[config.mk]
export PLATFORM = sky130hd
export DESIGN_NAME = cnn_win_sched_flat
export DESIGN_NICKNAME = d
export VERILOG_FILES = /design/src/rtl/cnn_win_sched_pkg.sv /design/src/rtl/cnn_win_sched_if.sv /design/src/rtl/cnn_win_sched.sv /design/src/flat_wrapper.sv
export SDC_FILE = /design/constraint.sdc
export NUM_CORES = 1
export LEC_CHECK = 0
export CAP_MARGIN = 20
export CELL_PAD_IN_SITES_DETAIL_PLACEMENT = 0
export CELL_PAD_IN_SITES_GLOBAL_PLACEMENT = 2
export CORE_UTILIZATION = 39
export CTS_CLUSTER_DIAMETER = 80
export CTS_CLUSTER_SIZE = 16
export DETAILED_ROUTE_END_ITERATION = 12
export MAX_ROUTING_LAYER = met4
export PLACE_DENSITY = 0.88
export SLEW_MARGIN = 20
export SYNTH_ARGS = -nofsm -noshare
export SYNTH_HDL_FRONTEND = slang
export SYNTH_SLANG_ARGS = --single-unit
[constraint.sdc]
create_clock -name clk -period 7.3 [get_ports clk]
set_clock_uncertainty 0.1 [all_clocks]
set_input_delay 1.095 -clock clk [delete_from_list [all_inputs] [get_ports clk]]
set_output_delay 1.095 -clock clk [all_outputs]
set_load 0.01 [all_outputs]
[src/rtl/cnn_win_sched_pkg.sv]
// cnn_win_sched_pkg
//   Shared types and elaboration-time helpers for the convolution window
//   scheduler.
//   - win_state_t : scheduler FSM states
//   - win_count() : number of KxK windows in an IMG_W x IMG_H frame
//   - anchor_off(): offset from a window's top-left pixel to its
//                   bottom-right pixel
package cnn_win_sched_pkg;

  typedef enum logic [2:0] {
    IDLE,
    ISSUE,
    ADV,
    DONE
  } win_state_t;

  function automatic int win_count(int img_w, int img_h, int k);
    return (img_h - k + 1) * (img_w - k + 1);
  endfunction

  function automatic int anchor_off(int img_w, int k);
    return (k - 1) * img_w + (k - 1);
  endfunction

endpackage

[src/rtl/cnn_win_sched_if.sv]
// cnn_win_sched_if
//   Bundles the scheduler's control inputs and its RAM-read / pixel-stream
//   outputs.
//   Inputs to the scheduler:
//     clr        synchronous frame restart pulse
//     wr_addr    count of image pixels written so far
//     core_bsy   downstream core still busy with the previous window
//   Outputs from the scheduler:
//     ram_rd     RAM read strobe
//     ram_addr   RAM read address
//     pix_vld    RAM dout valid (ram_rd delayed one cycle)
//     pix_first  with pix_vld: tap 0 of a window
//     pix_last   with pix_vld: last tap of a window
//     busy       a window is being issued or advanced
//     frame_done one-cycle pulse after the final tap of the frame
//   Modports: master = the scheduler, slave = its environment.
interface cnn_win_sched_if #(
  parameter int AW = 10
);

  logic          clr;
  logic [AW-1:0] wr_addr;
  logic          core_bsy;
  logic          ram_rd;
  logic [AW-1:0] ram_addr;
  logic          pix_vld;
  logic          pix_first;
  logic          pix_last;
  logic          busy;
  logic          frame_done;

  modport master (
    input  clr, wr_addr, core_bsy,
    output ram_rd, ram_addr, pix_vld, pix_first, pix_last, busy, frame_done
  );

  modport slave (
    output clr, wr_addr, core_bsy,
    input  ram_rd, ram_addr, pix_vld, pix_first, pix_last, busy, frame_done
  );

endinterface

[src/rtl/cnn_win_sched.sv]
// cnn_win_sched
//   Walks a KxK window across a 1-bit image held in RAM, one pixel step at a
//   time, row by row. A window is started only when its bottom-right pixel
//   has been written and the core is idle; it then issues K*K row-major tap
//   reads on consecutive cycles. Pixel valid/first/last flags follow the
//   reads by one cycle to line up with the RAM's read latency.
//   Ports:
//     clk  clock
//     rst  asynchronous reset, active-high
//     bus  cnn_win_sched_if.master (clr, wr_addr, core_bsy in; RAM read and
//          pixel-stream flags out)
module cnn_win_sched
  import cnn_win_sched_pkg::*;
#(
  parameter int IMG_W = 28,
  parameter int IMG_H = 28,
  parameter int K     = 3,
  parameter int AW    = 10
) (
  input  logic             clk,
  input  logic             rst,
  cnn_win_sched_if.master  bus
);

  localparam int TW = (K > 1) ? $clog2(K) : 1;

  localparam logic [AW:0]   ANCHOR    = (AW+1)'(anchor_off(IMG_W, K));
  // Jump from the last tap of one window row to the first tap of the next.
  localparam logic [AW-1:0] ROW_STEP  = AW'(IMG_W - K + 1);
  // Jump of the top-left pixel when the window wraps to the next row.
  localparam logic [AW-1:0] WRAP_STEP = AW'(K);
  localparam logic [AW-1:0] COL_MAX   = AW'(IMG_W - K);
  localparam logic [AW-1:0] ROW_MAX   = AW'(IMG_H - K);
  localparam logic [TW-1:0] TAP_MAX   = TW'(K - 1);

  win_state_t    state;
  logic [AW-1:0] tl;
  logic [AW-1:0] row;
  logic [AW-1:0] col;
  logic [AW-1:0] tap_addr;
  logic [TW-1:0] tap_r;
  logic [TW-1:0] tap_c;
  logic          ram_rd_q;
  logic          pix_vld_q;
  logic          pix_first_q;
  logic          pix_last_q;
  logic          frame_done_q;

  logic avail;
  logic tap_first;
  logic tap_last;
  logic last_win;

  // One extra bit keeps tl + anchor from wrapping past wr_addr.
  assign avail     = ({1'b0, tl} + ANCHOR) < {1'b0, bus.wr_addr};
  assign tap_first = (tap_r == '0) && (tap_c == '0);
  assign tap_last  = (tap_r == TAP_MAX) && (tap_c == TAP_MAX);
  assign last_win  = (row == ROW_MAX) && (col == COL_MAX);

  always_ff @(posedge clk or posedge rst) begin
    if (rst) begin
      state        <= IDLE;
      tl           <= '0;
      row          <= '0;
      col          <= '0;
      tap_addr     <= '0;
      tap_r        <= '0;
      tap_c        <= '0;
      ram_rd_q     <= 1'b0;
      pix_vld_q    <= 1'b0;
      pix_first_q  <= 1'b0;
      pix_last_q   <= 1'b0;
      frame_done_q <= 1'b0;
    end else if (bus.clr) begin
      // Restart wins over everything, including a read issued this cycle:
      // the pixel pipeline is flushed so that read never shows as valid.
      state        <= IDLE;
      tl           <= '0;
      row          <= '0;
      col          <= '0;
      tap_addr     <= '0;
      tap_r        <= '0;
      tap_c        <= '0;
      ram_rd_q     <= 1'b0;
      pix_vld_q    <= 1'b0;
      pix_first_q  <= 1'b0;
      pix_last_q   <= 1'b0;
      frame_done_q <= 1'b0;
    end else begin
      pix_vld_q    <= ram_rd_q;
      pix_first_q  <= ram_rd_q && tap_first;
      pix_last_q   <= ram_rd_q && tap_last;
      frame_done_q <= 1'b0;

      case (state)
        IDLE: begin
          if (avail && !bus.core_bsy) begin
            state    <= ISSUE;
            ram_rd_q <= 1'b1;
            tap_addr <= tl;
            tap_r    <= '0;
            tap_c    <= '0;
          end
        end

        ISSUE: begin
          if (tap_last) begin
            // frame_done lands in the ADV cycle, one cycle after the
            // final read of the last window.
            ram_rd_q     <= 1'b0;
            state        <= ADV;
            frame_done_q <= last_win;
          end else if (tap_c == TAP_MAX) begin
            tap_c    <= '0;
            tap_r    <= tap_r + TW'(1);
            tap_addr <= tap_addr + ROW_STEP;
          end else begin
            tap_c    <= tap_c + TW'(1);
            tap_addr <= tap_addr + AW'(1);
          end
        end

        ADV: begin
          if (col < COL_MAX) begin
            tl    <= tl + AW'(1);
            col   <= col + AW'(1);
            state <= IDLE;
          end else if (row < ROW_MAX) begin
            tl    <= tl + WRAP_STEP;
            col   <= '0;
            row   <= row + AW'(1);
            state <= IDLE;
          end else begin
            state <= DONE;
          end
        end

        DONE: begin
          state <= DONE;
        end

        default: begin
          state <= IDLE;
        end
      endcase
    end
  end

  assign bus.ram_rd     = ram_rd_q;
  assign bus.ram_addr   = tap_addr;
  assign bus.pix_vld    = pix_vld_q;
  assign bus.pix_first  = pix_first_q;
  assign bus.pix_last   = pix_last_q;
  assign bus.frame_done = frame_done_q;
  assign bus.busy       = (state == ISSUE) || (state == ADV);

endmodule

[src/flat_wrapper.sv]
// flat-port wrapper written by rule: the top's interface ports become plain ports
module cnn_win_sched_flat import cnn_win_sched_pkg::*;
#(
  parameter int IMG_W = 28,
  parameter int IMG_H = 28,
  parameter int K     = 3,
  parameter int AW    = 10
)
  (clk, rst, bus_clr, bus_wr_addr, bus_core_bsy, bus_ram_rd, bus_ram_addr, bus_pix_vld, bus_pix_first, bus_pix_last, bus_busy, bus_frame_done);
  cnn_win_sched_if #(.AW(AW)) bus_i ();
  input  logic clk;
  input  logic rst;
  input wire logic [$bits(bus_i.clr)-1:0] bus_clr;
  input wire logic [$bits(bus_i.wr_addr)-1:0] bus_wr_addr;
  input wire logic [$bits(bus_i.core_bsy)-1:0] bus_core_bsy;
  output wire logic [$bits(bus_i.ram_rd)-1:0] bus_ram_rd;
  output wire logic [$bits(bus_i.ram_addr)-1:0] bus_ram_addr;
  output wire logic [$bits(bus_i.pix_vld)-1:0] bus_pix_vld;
  output wire logic [$bits(bus_i.pix_first)-1:0] bus_pix_first;
  output wire logic [$bits(bus_i.pix_last)-1:0] bus_pix_last;
  output wire logic [$bits(bus_i.busy)-1:0] bus_busy;
  output wire logic [$bits(bus_i.frame_done)-1:0] bus_frame_done;
  assign bus_i.clr = bus_clr;
  assign bus_i.wr_addr = bus_wr_addr;
  assign bus_i.core_bsy = bus_core_bsy;
  assign bus_ram_rd = bus_i.ram_rd;
  assign bus_ram_addr = bus_i.ram_addr;
  assign bus_pix_vld = bus_i.pix_vld;
  assign bus_pix_first = bus_i.pix_first;
  assign bus_pix_last = bus_i.pix_last;
  assign bus_busy = bus_i.busy;
  assign bus_frame_done = bus_i.frame_done;
  cnn_win_sched #(.IMG_W(IMG_W), .IMG_H(IMG_H), .K(K), .AW(AW)) u_core (.clk(clk), .rst(rst), .bus(bus_i));
endmodule
==> results.toml <==
[yosys]
yosysTopAreaCell = "dfrtp_1"
syn_avg_cell_area_sq_um = 9.118
synthCells = 362
synth-edff-count = 0
synth_area_leaders = "dfrtp_1 39%, ha_1 9.5%, nor2_1 4.3%"
yosysSeqAreaShare_pct = 38.67
synth_top_area_share_pct = 38.67
synth-seq-cells = 51
syn_area_sq_um = 3301
async_flop_share_pct = 100.0
synthMostInstantiatedCell = "dfrtp_1"
synth_commonest_cells = "51 x dfrtp_1, 38 x nor2_1, 30 x nand2_1, 25 x ha_1, 22 x inv_1"
synth_cell_type_count = 63
yosys_warnings = 0
ys.flop_type = "dfrtp_1"
syn_nets = 402

[floorplan]
ios = 30
die_area_sq_um = 8835
core.rowCount = 33
die-height_um = 94.00
start_util_pct = 40.17
die_width_um = 94.00
coreArea_sq_um = 8217

[global_routing]
grt_max_degree = 52
grt_usage_pct = 18.80
gr-total-overflow = 0
antenna_found_initial = 0
grt_pass1_vias = 2566
grt_pass1_wl_um = 12730

[setup_path]
worst-path-buf-inv = 0
crit_path_frequent_cell = "ha_1"
worstPathRequired_ns = 7.37
path_cells = "ha_1 > o41ai_1 > nor2_1 > xor2_1 > ha_1 > a211oi_1 > nand2_1 > nor3_1 > a21oi_2 > o311ai_0 > o31ai_1"
worstSetupPathType = "reg -> reg"
critical_path_arrival_ns = 3.65
setup.worst_path.end_class = "flop"
crit_path_top_delay_cell = "dfrtp_1"
start_kind = "flop"
cp_max_fo = 15
cp_slowest_stage_delay_ns = 0.53
crit_family = "compound AO/OA/AOI/OAI gates"

[sta]
drv_slew = 0
hold_violations = 0
fin_crit_sh_pct = 49.02
slew_headroom_pct = 48.99
period_needed_ns = 3.579
timing.setup.tns_ns = 0
worstMarginPinSlew_ns = 0.7652
rsz0062_at_grt = "no"
setup_viol = 0
clock.fmax_mhz = 279.4

[clock_network]
cts_tree = "yes"
clk_pin_slew_ns = 0.10
cts-buffers-inserted = 5
cts_hold_buf = 0
cts-resized-gates = 0
cts_max_level = 2
clock-sinks = 51
post_cts_buffers = 0
cts_buffer_depth = 2
cts_root_buffer = "clkbuf_8"
clk_latency_ns = 0.30

[drt]
top_layer = "met4"
drtIter0Drc = 126
wire_per_inst_um = 15.38
routed-wl-met2_um = 3489
dr_wl_met3_um = 230
ant_nets = 0
drc = 0
wl_met1_um = 3774
vias = 2675
wl_um = 7519
first_pass_iters = 4
viasPerCell = 5.470

[power_and_ir_drop]
totalPowerFinal_w = 0.0007969
switching_share_pct = 38.67
peakVddDrop_uv = 104.6
clockPowerShare_pct = 20.4
p_comb_share_pct = 37.3
p_int_w = 0.0004887
p_leak_nw = 1.606
power_frac_seq_pct = 42.4
p_switching_w = 0.0003082
pwr_density_cell_nw_per_um2 = 212.9

[hold_path]
hold_class = "reg -> reg"

[placed_design]
portBuffers = 29
dp.cells = 481
gp_congestion = 0.8042
dp_hpwl_um = 5242

[final_layout]
num_antenna_cells = 0
layout.cells.non_filler = 489
area_growth_pct = 13.42
drive_gt1_share_pct = 6.510
fillers = 816
final_nets = 423

[status]
outcome = "completed"

[flow_run]
timing.max_cap.violations = 0
==> final timing paths <==
kind,startpoint,to,slack (ns),cells after the start
setup / recovery,u_core.tl[1]$_DFFE_PP0P_,u_core.bus.ram_addr[8]$_DFFE_PP0P_,3.72,11
hold / removal,u_core.col[8]$_DFFE_PP0P_,u_core.col[8]$_DFFE_PP0P_,0.40,1
setup reg to reg,u_core.tl[1]$_DFFE_PP0P_,u_core.bus.ram_addr[8]$_DFFE_PP0P_,3.72,11
hold reg to reg,u_core.col[8]$_DFFE_PP0P_,u_core.col[8]$_DFFE_PP0P_,0.40,1
max in group asynchronous,rst,u_core.tap_c[1]$_DFFE_PP0P_,5.46,3
min in group asynchronous,rst,u_core.row[2]$_DFFE_PP0P_,1.18,3
==> power groups by stage <==
stage               sequential [W]  combinational (W)  clock (W)
floorplan                 0.000341           0.000201          0
global placement          0.000343           0.000293          0
detailed placement        0.000344           0.000295          0
CTS                       0.000338           0.000297   0.000171
global route              0.000343           0.000331   0.000185
finish                    0.000338           0.000297   0.000162
==> logic make-up (layout without fill, tap and decap cells) <==
logic type	count (synthesis)	after routing	share of synthesized area [%]
buffers and inverters	42	64	5.345
adder cells (fa/ha/maj)	26	26	10.08
AO/OA/AOI/OAI	93	93	21.27
multiplexers	1	1	0.3411
AND/OR/NAND/NOR	130	130	19.26
XOR/XNOR	19	19	5.042
flip-flops	51	51	38.67
==> cells in the final DEF (no fill, tap or decap), drive strengths merged, types with 3 or more instances in the layout <==
cell	synthesis	final
nor2b	9	9
nand2	31	31
a31o	3	3
a2111oi	3	3
nor2	38	38
a31oi	3	3
o311ai	3	3
clkdlybuf4s50	0	29
clkinv	2	3
clkbuf	10	6
o21a	5	5
nand3	17	17
o21ai	18	18
a21o	4	4
nor4	5	5
o31ai	5	5
nand4	4	4
a21oi	19	19
ha	25	25
o2111ai	3	3
o211ai	4	4
xor2	11	11
o32ai	3	3
a211oi	5	5
and3	7	7
and2	3	3
xnor2	8	8
dfrtp	51	51
inv	23	23
nor3	7	7
==> through the flow <==
| stage | area, sq um | hold slack (ns) | utilization [%] | setup WS (ns) |
|---|---|---|---|---|
| 2_1_floorplan | 3301 | 0.3546 | - | 4.249 |
| 3_5_place_dp | 3655 | 0.3859 | 44.48 | 3.322 |
| 3_3_place_gp | 3655 | 0.3768 | 44.48 | 3.400 |
| 6_report | 3744 | 0.4028 | 45.56 | 3.721 |
| 4_1_cts | 3740 | 0.4103 | 45.52 | 3.578 |
| 5_1_grt | 3744 | 0.4388 | 45.56 | 3.401 |
==> sequential cells by signal (all words and copies together), names as in the netlist <==
signal / count
u_core.col: 10
u_core.bus.frame_done: 1
u_core.tap_r: 2
u_core.bus.pix_vld: 1
u_core.tap_c: 2
u_core.state: 2
u_core.row: 10
u_core.tl: 10
u_core.bus.pix_last: 1
u_core.bus.ram_rd: 1
u_core.bus.ram_addr: 10
u_core.bus.pix_first: 1
==> worst reg2reg max path, cell delays in order (launching register included) <==
cell	delay, ns
dfrtp_1	0.53
ha_1	0.32
o41ai_1	0.43
nor2_1	0.10
xor2_1	0.16
ha_1	0.30
a211oi_1	0.25
nand2_1	0.13
nor3_1	0.31
a21oi_2	0.27
o311ai_0	0.42
o31ai_1	0.13
==> per-layer routing <==
layer,up-vias,GRT usage (%)
li1,1339,-
met1,1293,26.25
met2,41,29.32
met3,2,2.670
met4,0,3.333
met5,-,-
==> final cells by class <==
class                           instances  area (sq um)  area share [%]
Sequential cell                        51          1276           34.09
Clock buffer                            6         72.57           1.939
Inverter                               25         93.84           2.507
Timing Repair Buffer                   31         305.3           8.155
Multi-Input combinational cell        269          1852           49.47
Tap cell                              105         131.4           3.509
Clock inverter                          2         12.51          0.3342
Power figures use the tool's default switching activity.
